[src/rtl/fifo_pkg.sv]
// Shared types and constants for the FIFO drain-side serializer.
package fifo_pkg;

  localparam int unsigned FIFO_WIDTH  = 27;
  localparam int unsigned CHUNK_WIDTH = 9;

  typedef enum logic {
    RD_IDLE = 1'b0,
    RD_SEND = 1'b1
  } rd_state_e;

  // Number of narrow beats needed to carry one FIFO word.
  function automatic int unsigned beats_f(input int unsigned width, input int unsigned chunk);
    return width / chunk;
  endfunction

endpackage

[src/rtl/piso_shift.sv]
// Parallel-in / serial-out register: loads a whole word, shifts out chunk_p bits per step.
module piso_shift #(
  parameter int unsigned width_p = 27,
  parameter int unsigned chunk_p = 9
) (
  input  logic               clk,
  input  logic               reset_n,
  input  logic               clear,
  input  logic               load,
  input  logic               shift_en,
  input  logic [width_p-1:0] par,
  output logic [chunk_p-1:0] beat
);

  logic [width_p-1:0] sh_q;

  // Load has priority over shift; with neither asserted the contents hold.
  always_ff @(posedge clk or negedge reset_n) begin
    if (!reset_n) begin
      sh_q <= '0;
    end else if (clear) begin
      sh_q <= '0;
    end else if (load) begin
      sh_q <= par;
    end else if (shift_en) begin
      sh_q <= sh_q >> chunk_p;
    end
  end

  assign beat = sh_q[chunk_p-1:0];

endmodule

[src/rtl/fifo_reader_serializer.sv]
// Pops wide words from a FIFO and emits them as LSB-first narrow valid/ready beats.
module fifo_reader_serializer
  import fifo_pkg::*;
#(
  parameter int unsigned width_p     = FIFO_WIDTH,
  parameter int unsigned chunk_p     = CHUNK_WIDTH,
  parameter int unsigned cnt_width_p = 16
) (
  input  logic                   clk,
  input  logic                   reset_n,
  input  logic                   clear_i,
  input  logic [width_p-1:0]     fifo_d_i,
  input  logic                   fifo_valid_i,
  output logic                   fifo_deque_o,
  output logic [chunk_p-1:0]     data_o,
  output logic                   valid_o,
  input  logic                   ready_i,
  output logic                   last_o,
  output logic [cnt_width_p-1:0] words_o
);

  localparam int unsigned beats_lp = beats_f(width_p, chunk_p);
  localparam int unsigned idx_w_lp = (beats_lp > 1) ? $clog2(beats_lp) : 1;

  if ((width_p % chunk_p) != 0) begin : g_bad_chunk
    $error("fifo_reader_serializer: width_p must be a multiple of chunk_p");
  end

  rd_state_e             state_q;
  logic [idx_w_lp-1:0]   idx_q;
  logic [cnt_width_p-1:0] words_q;
  logic                  hs;
  logic                  shift_en;

  // Output handshake decode from registered state.
  assign valid_o  = (state_q == RD_SEND);
  assign last_o   = valid_o & (idx_q == idx_w_lp'(beats_lp - 1));
  assign hs       = valid_o & ready_i;
  assign shift_en = hs & ~last_o & ~clear_i;
  assign words_o  = words_q;

  // Pop only when the word slot is free or being freed this cycle; silenced in reset and clear.
  assign fifo_deque_o = reset_n & fifo_valid_i & ~clear_i &
                        ((state_q == RD_IDLE) | (last_o & ready_i));

  piso_shift #(
    .width_p (width_p),
    .chunk_p (chunk_p)
  ) u_piso (
    .clk      (clk),
    .reset_n  (reset_n),
    .clear    (clear_i),
    .load     (fifo_deque_o),
    .shift_en (shift_en),
    .par      (fifo_d_i),
    .beat     (data_o)
  );

  // Word-level FSM, beat index and drained-word counter.
  always_ff @(posedge clk or negedge reset_n) begin
    if (!reset_n) begin
      state_q <= RD_IDLE;
      idx_q   <= '0;
      words_q <= '0;
    end else if (clear_i) begin
      state_q <= RD_IDLE;
      idx_q   <= '0;
      words_q <= '0;
    end else begin
      if (fifo_deque_o) begin
        state_q <= RD_SEND;
        idx_q   <= '0;
      end else if (hs & last_o) begin
        state_q <= RD_IDLE;
      end else if (hs) begin
        idx_q <= idx_q + idx_w_lp'(1);
      end
      if (hs & last_o) begin
        words_q <= words_q + cnt_width_p'(1);
      end
    end
  end

endmodule

[config.mk]
export PLATFORM = sky130hd
export DESIGN_NAME = fifo_reader_serializer
export DESIGN_NICKNAME = d
export VERILOG_FILES = /design/src/rtl/fifo_pkg.sv /design/src/rtl/piso_shift.sv /design/src/rtl/fifo_reader_serializer.sv
export SDC_FILE = /design/constraint.sdc
export NUM_CORES = 1
export LEC_CHECK = 0
export CAP_MARGIN = 10
export CORE_MARGIN = 8
export CORE_UTILIZATION = 30
export CTS_CLUSTER_DIAMETER = 40
export DETAILED_ROUTE_END_ITERATION = 8
export PLACE_DENSITY_LB_ADDON = 0.3
export SKIP_LAST_GASP = 1
export SLEW_MARGIN = 10
export SYNTH_ARGS = -nofsm -noshare
export SYNTH_HDL_FRONTEND = slang
export SYNTH_SLANG_ARGS = --single-unit
export TNS_END_PERCENT = 100
[constraint.sdc]
create_clock -name clk -period 2.3 [get_ports clk]
set_input_delay 0.46 -clock clk [delete_from_list [all_inputs] [get_ports clk]]
set_output_delay 0.46 -clock clk [all_outputs]
set_load 0.05 [all_outputs]
[Word-level counts from Yosys, hierarchy flattened]
Index checks and enable logic that the tools add are counted.
Word-level totals
  register bits: 46
  input port bits: 32
  output and inout bits: 28
  logic and storage cells: 38
Operators by class
  add/sub/neg operators: 2
  eq/ne operators: 2
  mux-type cells: 12
  bitwise logic cells: 13
  reduce and logical (&&, ||, !) cells: 5
Operators by type and width (number)
  $mux W27: 3
  $mux W16: 2
  $add A16 B1 Y16 const B: 1
  $and A1 B1 Y1: 9
  $reduce_bool A3 Y1: 3
  $mux W2: 4
  $mux W1: 3
  $ne A3 B3 Y1 const B: 1
  $not A1 Y1: 3
  $add A2 B1 Y2 const B: 1
  $eq A2 B2 Y1 const B: 1
  $reduce_and A2 Y1: 1
  $reduce_bool A2 Y1: 1
  $or A1 B1 Y1: 1

[Depth between registers and ports, before layout]
  depth in word-level cells: 8
  depth in mapped cells: 8

[Modules after synthesis]
Synthesis repeated with hierarchy kept, for this count alone.
Unflattened totals
  cells, all modules: 238
  area total of the unflattened synthesis: 2426.1 µm²
Modules (own cells, without submodules)
  piso_shift: times used 1, cells an instance 129, area an instance 1411.4 µm², sequential area each 675.6 µm²
  fifo_reader_serializer: times used 1, cells an instance 109, area an instance 1014.7 µm², sequential area each 475.5 µm²

[Worst setup path after synthesis]
No wires, ideal clock.
  kind: reg2out
  start: reg state_q, in the netlist valid_o
  end: out fifo_deque_o
  arrival: 1.609 ns
  required time: 1.840 ns
  path slack: 0.231 ns
  cell stages (with the launch flop): 5
  path buffers: 1
  path through: dfrtp_1 -> a21boi_0 -> or3_1 -> buf_2 -> inv_2
On the way
  cells in the longest elaborated chain, start to end: 4
  elaborated cells on any way between the ends: 5
  classes of those cells: bitwise: 5
RTL lines
  start, declared: RTL line fifo_reader_serializer.sv:29  | rd_state_e state_q;
  start signal, assigned: RTL line fifo_reader_serializer.sv:62  | state_q <= RD_IDLE;
  start signal, assigned: RTL line fifo_reader_serializer.sv:66  | state_q <= RD_IDLE;
  start signal, assigned: RTL line fifo_reader_serializer.sv:71  | state_q <= RD_SEND;
  $and A1 B1 Y1: RTL line fifo_reader_serializer.sv:37  | assign last_o = valid_o & (idx_q == idx_w_lp'(beats_lp - 1));
  $and A1 B1 Y1: RTL line fifo_reader_serializer.sv:44  | ((state_q == RD_IDLE) | (last_o & ready_i));
  $or A1 B1 Y1 (*): RTL line fifo_reader_serializer.sv:44
  $and A1 B1 Y1 (*): RTL line fifo_reader_serializer.sv:43  | assign fifo_deque_o = reset_n & fifo_valid_i & ~clear_i &
  end, declared: RTL line fifo_reader_serializer.sv:14  | output logic fifo_deque_o,
Mark *: on every way between the ends. The rest lies on a longest branch, timed or not.

[Final worst setup path]
  start: reg idx_q[0]
  end: out fifo_deque_o
On the way
  cells in the longest elaborated chain, start to end: 5
RTL lines
  start, declared: RTL line fifo_reader_serializer.sv:30  | logic [idx_w_lp-1:0] idx_q;
  start signal, assigned: RTL line fifo_reader_serializer.sv:76  | idx_q <= idx_q + idx_w_lp'(1);
  $eq A2 B2 Y1: RTL line fifo_reader_serializer.sv:37
  $and A1 B1 Y1: RTL line fifo_reader_serializer.sv:37
  $and A1 B1 Y1: RTL line fifo_reader_serializer.sv:44
  $or A1 B1 Y1: RTL line fifo_reader_serializer.sv:44
  $and A1 B1 Y1: RTL line fifo_reader_serializer.sv:43
Every way passes these cells.

==> Flow_metrics.wiki <==
{| class="wikitable"
! Metric !! Value
|-
| Library cell occupying the most area in the post-synthesis netlist || sky130_fd_sc_hd__dfrtp_1
|-
| Wire length per cell after detailed routing || about 15 um
|-
| Final Core Density || 0.422
|-
| Floorplan die area || 10600 um^2
|-
| Final-report max-slew violation count || 0
|-
| Grt ovf || 0
|-
| Width of the chip || 103 um
|-
| Worst-case setup slack after placement || 0.0576 ns
|-
| Deepest level of the CTS H-tree || 2
|-
| Fraction of the yosys area taken by sequential cells || 0.508
|-
| Sequential standard cell area || roughly 1200 um^2
|-
| Synthesized flop and latch total || 46
|-
| Die outline height || a little over 100 um
|-
| Synth unique cells || 39
|-
| Post-detail-place hpwl || 3.79 mm
|-
| Number of antenna violations at the first check in global routing || 0
|-
| Global routing usage summed across all routing layers || 0.105
|-
| Quantity of hold-fixing buffers added after cts || 0
|-
| Later-pin clock latency in the skew report || 0.29 ns
|-
| Area Overhead vs Synth || 35.9%
|-
| Most numerous cell in the Yosys netlist || sky130_fd_sc_hd__dfrtp_1
|-
| Clk root buf || sky130_fd_sc_hd__clkbuf_8
|-
| Total number of nets in the final design || 301
|-
| Wire length of the first global-routing pass || 8.87 mm
|-
| Number of global-route vias before repair || ~1800
|-
| Number of flops mapped to enable cells by yosys || 0
|-
| Post-synth top cells || 46 x sky130_fd_sc_hd__dfrtp_1, 33 x sky130_fd_sc_hd__nor2_1, 18 x sky130_fd_sc_hd__mux2i_1, 17 x sky130_fd_sc_hd__a211oi_1, 12 x sky130_fd_sc_hd__buf_4
|-
| Multi-input combinational cell area || about 980 um^2
|-
| Fmax achieved || 461 MHz
|-
| Total power after layout || 1.81 mW
|-
| Final-report setup violation count || 0
|-
| Detailed-route via count || ~1800
|-
| Post-Synthesis Net Count || 246
|-
| Number of cell rows || 31
|-
| Starting density of the core || 0.311
|-
| Routability-driven placement congestion ratio || 0.795
|-
| Clock buffers created by TritonCTS || 5
|-
| Clock transition at the registers of the reported paths || 0.09 ns
|-
| Launching element type of the critical path || flip-flop
|-
| Worst Hold Class || in2async
|-
| Total power per unit cell area || 588 nW/um^2
|-
| Result of the run || complete, no violations
|-
| Arrival time of data at the critical path endpoint || between 1.5 and 2 ns
|-
| Crit Path Max Fanout || 6
|-
| Clock tree from TritonCTS || yes
|-
| Average via count per standard cell || 4.77
|-
| Placeable core region || between 7000 and 8000 um^2
|-
| Ports placed on the boundary || 60
|-
| Mapped Cells || 212
|-
| Tmin final || ~2.2 ns
|-
| Async SR Flop Fraction || 1.00
|-
| Cell area after synthesis || 2270 um^2
|-
| Setup TNS after final layout || 0 ns
|-
| Sink Count || 46
|-
| Tcrit/Tclk final || 0.944
|-
| Worst Path Class, Setup || reg2out
|-
| Terminus of the critical flop-to-flop path || idx_q[1]
|-
| Actual transition at the worst max-transition pin || between 0.5 and 0.6 ns
|-
| Depth of the most critical reg-to-reg path || 7
|-
| Synthesis Warnings || 0
|-
| Top-area cell type share of the netlist area || 0.508
|-
| Diodes inserted || 0
|-
| Setup slack of the critical path after layout || 0.129 ns
|-
| 1st-iter DRT viols || 71
|-
| Fillers || 745
|-
| Top flip-flop cell by instance count after synthesis || sky130_fd_sc_hd__dfrtp_1
|-
| Layout cells sized above 1 || 0.116
|-
| Routed wire length || 5.33 mm
|-
| Number of maximum-capacitance constraint violations || 0
|-
| Residual DRC || 0
|-
| P_leak || 1.39 nW
|-
| Total placed instance area || 2930 um^2
|-
| Largest net degree at the start of global routing || 48
|-
| Biggest area contributors in the synthesized netlist || sky130_fd_sc_hd__dfrtp_1 51%, sky130_fd_sc_hd__mux2i_1 8.0%, sky130_fd_sc_hd__a211oi_1 5.6%, sky130_fd_sc_hd__nor2_1 5.5%, sky130_fd_sc_hd__buf_4 4.0%
|-
| Number of port buffers || 59
|-
| Worst R2R Setup Slack || 0.47 ns
|-
| Clk_skew || 0.0112 ns
|-
| Reg2reg start || idx_q[0]
|-
| Worst IR Drop VDD || 0.230 mV
|-
| Number of detailed-routing iterations run before antenna repair || 4
|-
| Avg Synthesized Cell Area || 10.7 um^2
|-
| Maximum number of buffers from clock root to sink || 2
|-
| Final Instance Area || 3080 um^2
|-
| Slew headroom || 0.606
|-
| Final hold violation count || 0
|-
| Worst endpoint required time || 1.84 ns
|-
| Setup crit end kind || output port
|-
| Count of nets left with antenna violations after detail routing || 0
|-
| Unrepaired setup endpoints after global routing || false
|}
sequential cells by signal, indices dropped and copies added, names as in the netlist:
| register | cells |
|---|---|
| idx_q | 2 |
| u_piso.sh_q | 27 |
| valid_o | 1 |
| words_o | 16 |
layout by cell type, fill, tap and decap left out, types with 4 or more instances in the layout:
cell,count
sky130_fd_sc_hd__clkbuf_8,6
sky130_fd_sc_hd__dfrtp_1,46
sky130_fd_sc_hd__a211oi_1,17
sky130_fd_sc_hd__mux2i_1,18
sky130_fd_sc_hd__a22o_1,9
sky130_fd_sc_hd__a21oi_1,6
sky130_fd_sc_hd__xor2_1,4
sky130_fd_sc_hd__inv_1,4
sky130_fd_sc_hd__nor2_1,33
sky130_fd_sc_hd__clkdlybuf4s50_1,56
sky130_fd_sc_hd__nand3_1,8
sky130_fd_sc_hd__buf_4,9
sky130_fd_sc_hd__xnor2_1,6
sky130_fd_sc_hd__nand2_1,4
metrics by stage:
step | cells | hold WS (ns)
floorplan | 212 | 0.164
global placement | 359 | 0.483
detailed placement | 359 | 0.488
CTS | 367 | 0.304
global route | 367 | 0.335
finish | 367 | 0.278
routing by layer:
metal  wire length, um  track usage  vias to the layer above  share of wire
li1                  -            -                      860              -
met1              2400        0.125                      841           0.45
met2              2570        0.181                       45           0.48
met3               317       0.0331                        6          0.059
met4                46       0.0234                        0         0.0086
met5                 0            0                        -              0
how the worst max path moves through the flow:
stage,from,end,cells past startpoint,slack [ns]
global placement,ready_i,fifo_deque_o,5,0.05
floorplan,valid_o,fifo_deque_o,4,0.23
detailed placement,ready_i,fifo_deque_o,5,0.06
CTS,idx_q[0],fifo_deque_o,6,0.03
global route,idx_q[0],fifo_deque_o,6,0.04
finish,idx_q[0],fifo_deque_o,6,0.13
area by class of cell:
cell class | count | share of cell area
flip-flops and latches | 46 | 0.374
multi-input cells | 141 | 0.318
repair buffers | 68 | 0.216
well taps | 99 | 0.0402
clock buffers | 6 | 0.0268
clock inverters | 2 | 0.0195
inverters | 5 | 0.00609
timing repair:
item / 4_1_cts / 5_1_grt
endpoints found under the setup margin: 1 / 1
setup buffers: 0 / 0
resized for setup: 2 / 2
power breakdown:
| group | internal [mW] | switching [mW] | total (mW) | leakage, nW |
|---|---|---|---|---|
| logic | 0.106 | 0.119 | 0.225 | 0.689 |
| registers | 0.834 | 0.0158 | 0.849 | 0.632 |
| clock network | 0.464 | 0.274 | 0.737 | 0.0714 |
kinds of logic (layout without fill, tap and decap cells):
| family | after synthesis | after routing | share of synthesized area |
|---|---|---|---|
| muxes | 21 | 21 | 0.0944 |
| AOI/OAI and AO/OA | 40 | 40 | 0.131 |
| xor gates and xnor gates | 10 | 10 | 0.0387 |
| buffers and inverters | 25 | 81 | 0.0629 |
| adders and majority gates | 2 | 2 | 0.0110 |
| DFF | 46 | 46 | 0.508 |
| and+or+nand+nor | 68 | 68 | 0.154 |
worst max-delay path, cell delays in order, from the launching register on:
cell	delay, ns
sky130_fd_sc_hd__dfrtp_1	0.38
sky130_fd_sc_hd__inv_1	0.08
sky130_fd_sc_hd__ha_2	0.22
sky130_fd_sc_hd__a21boi_1	0.09
sky130_fd_sc_hd__or3_4	0.40
sky130_fd_sc_hd__inv_2	0.08
sky130_fd_sc_hd__buf_6	0.15
(Power assumes the default switching activity.)
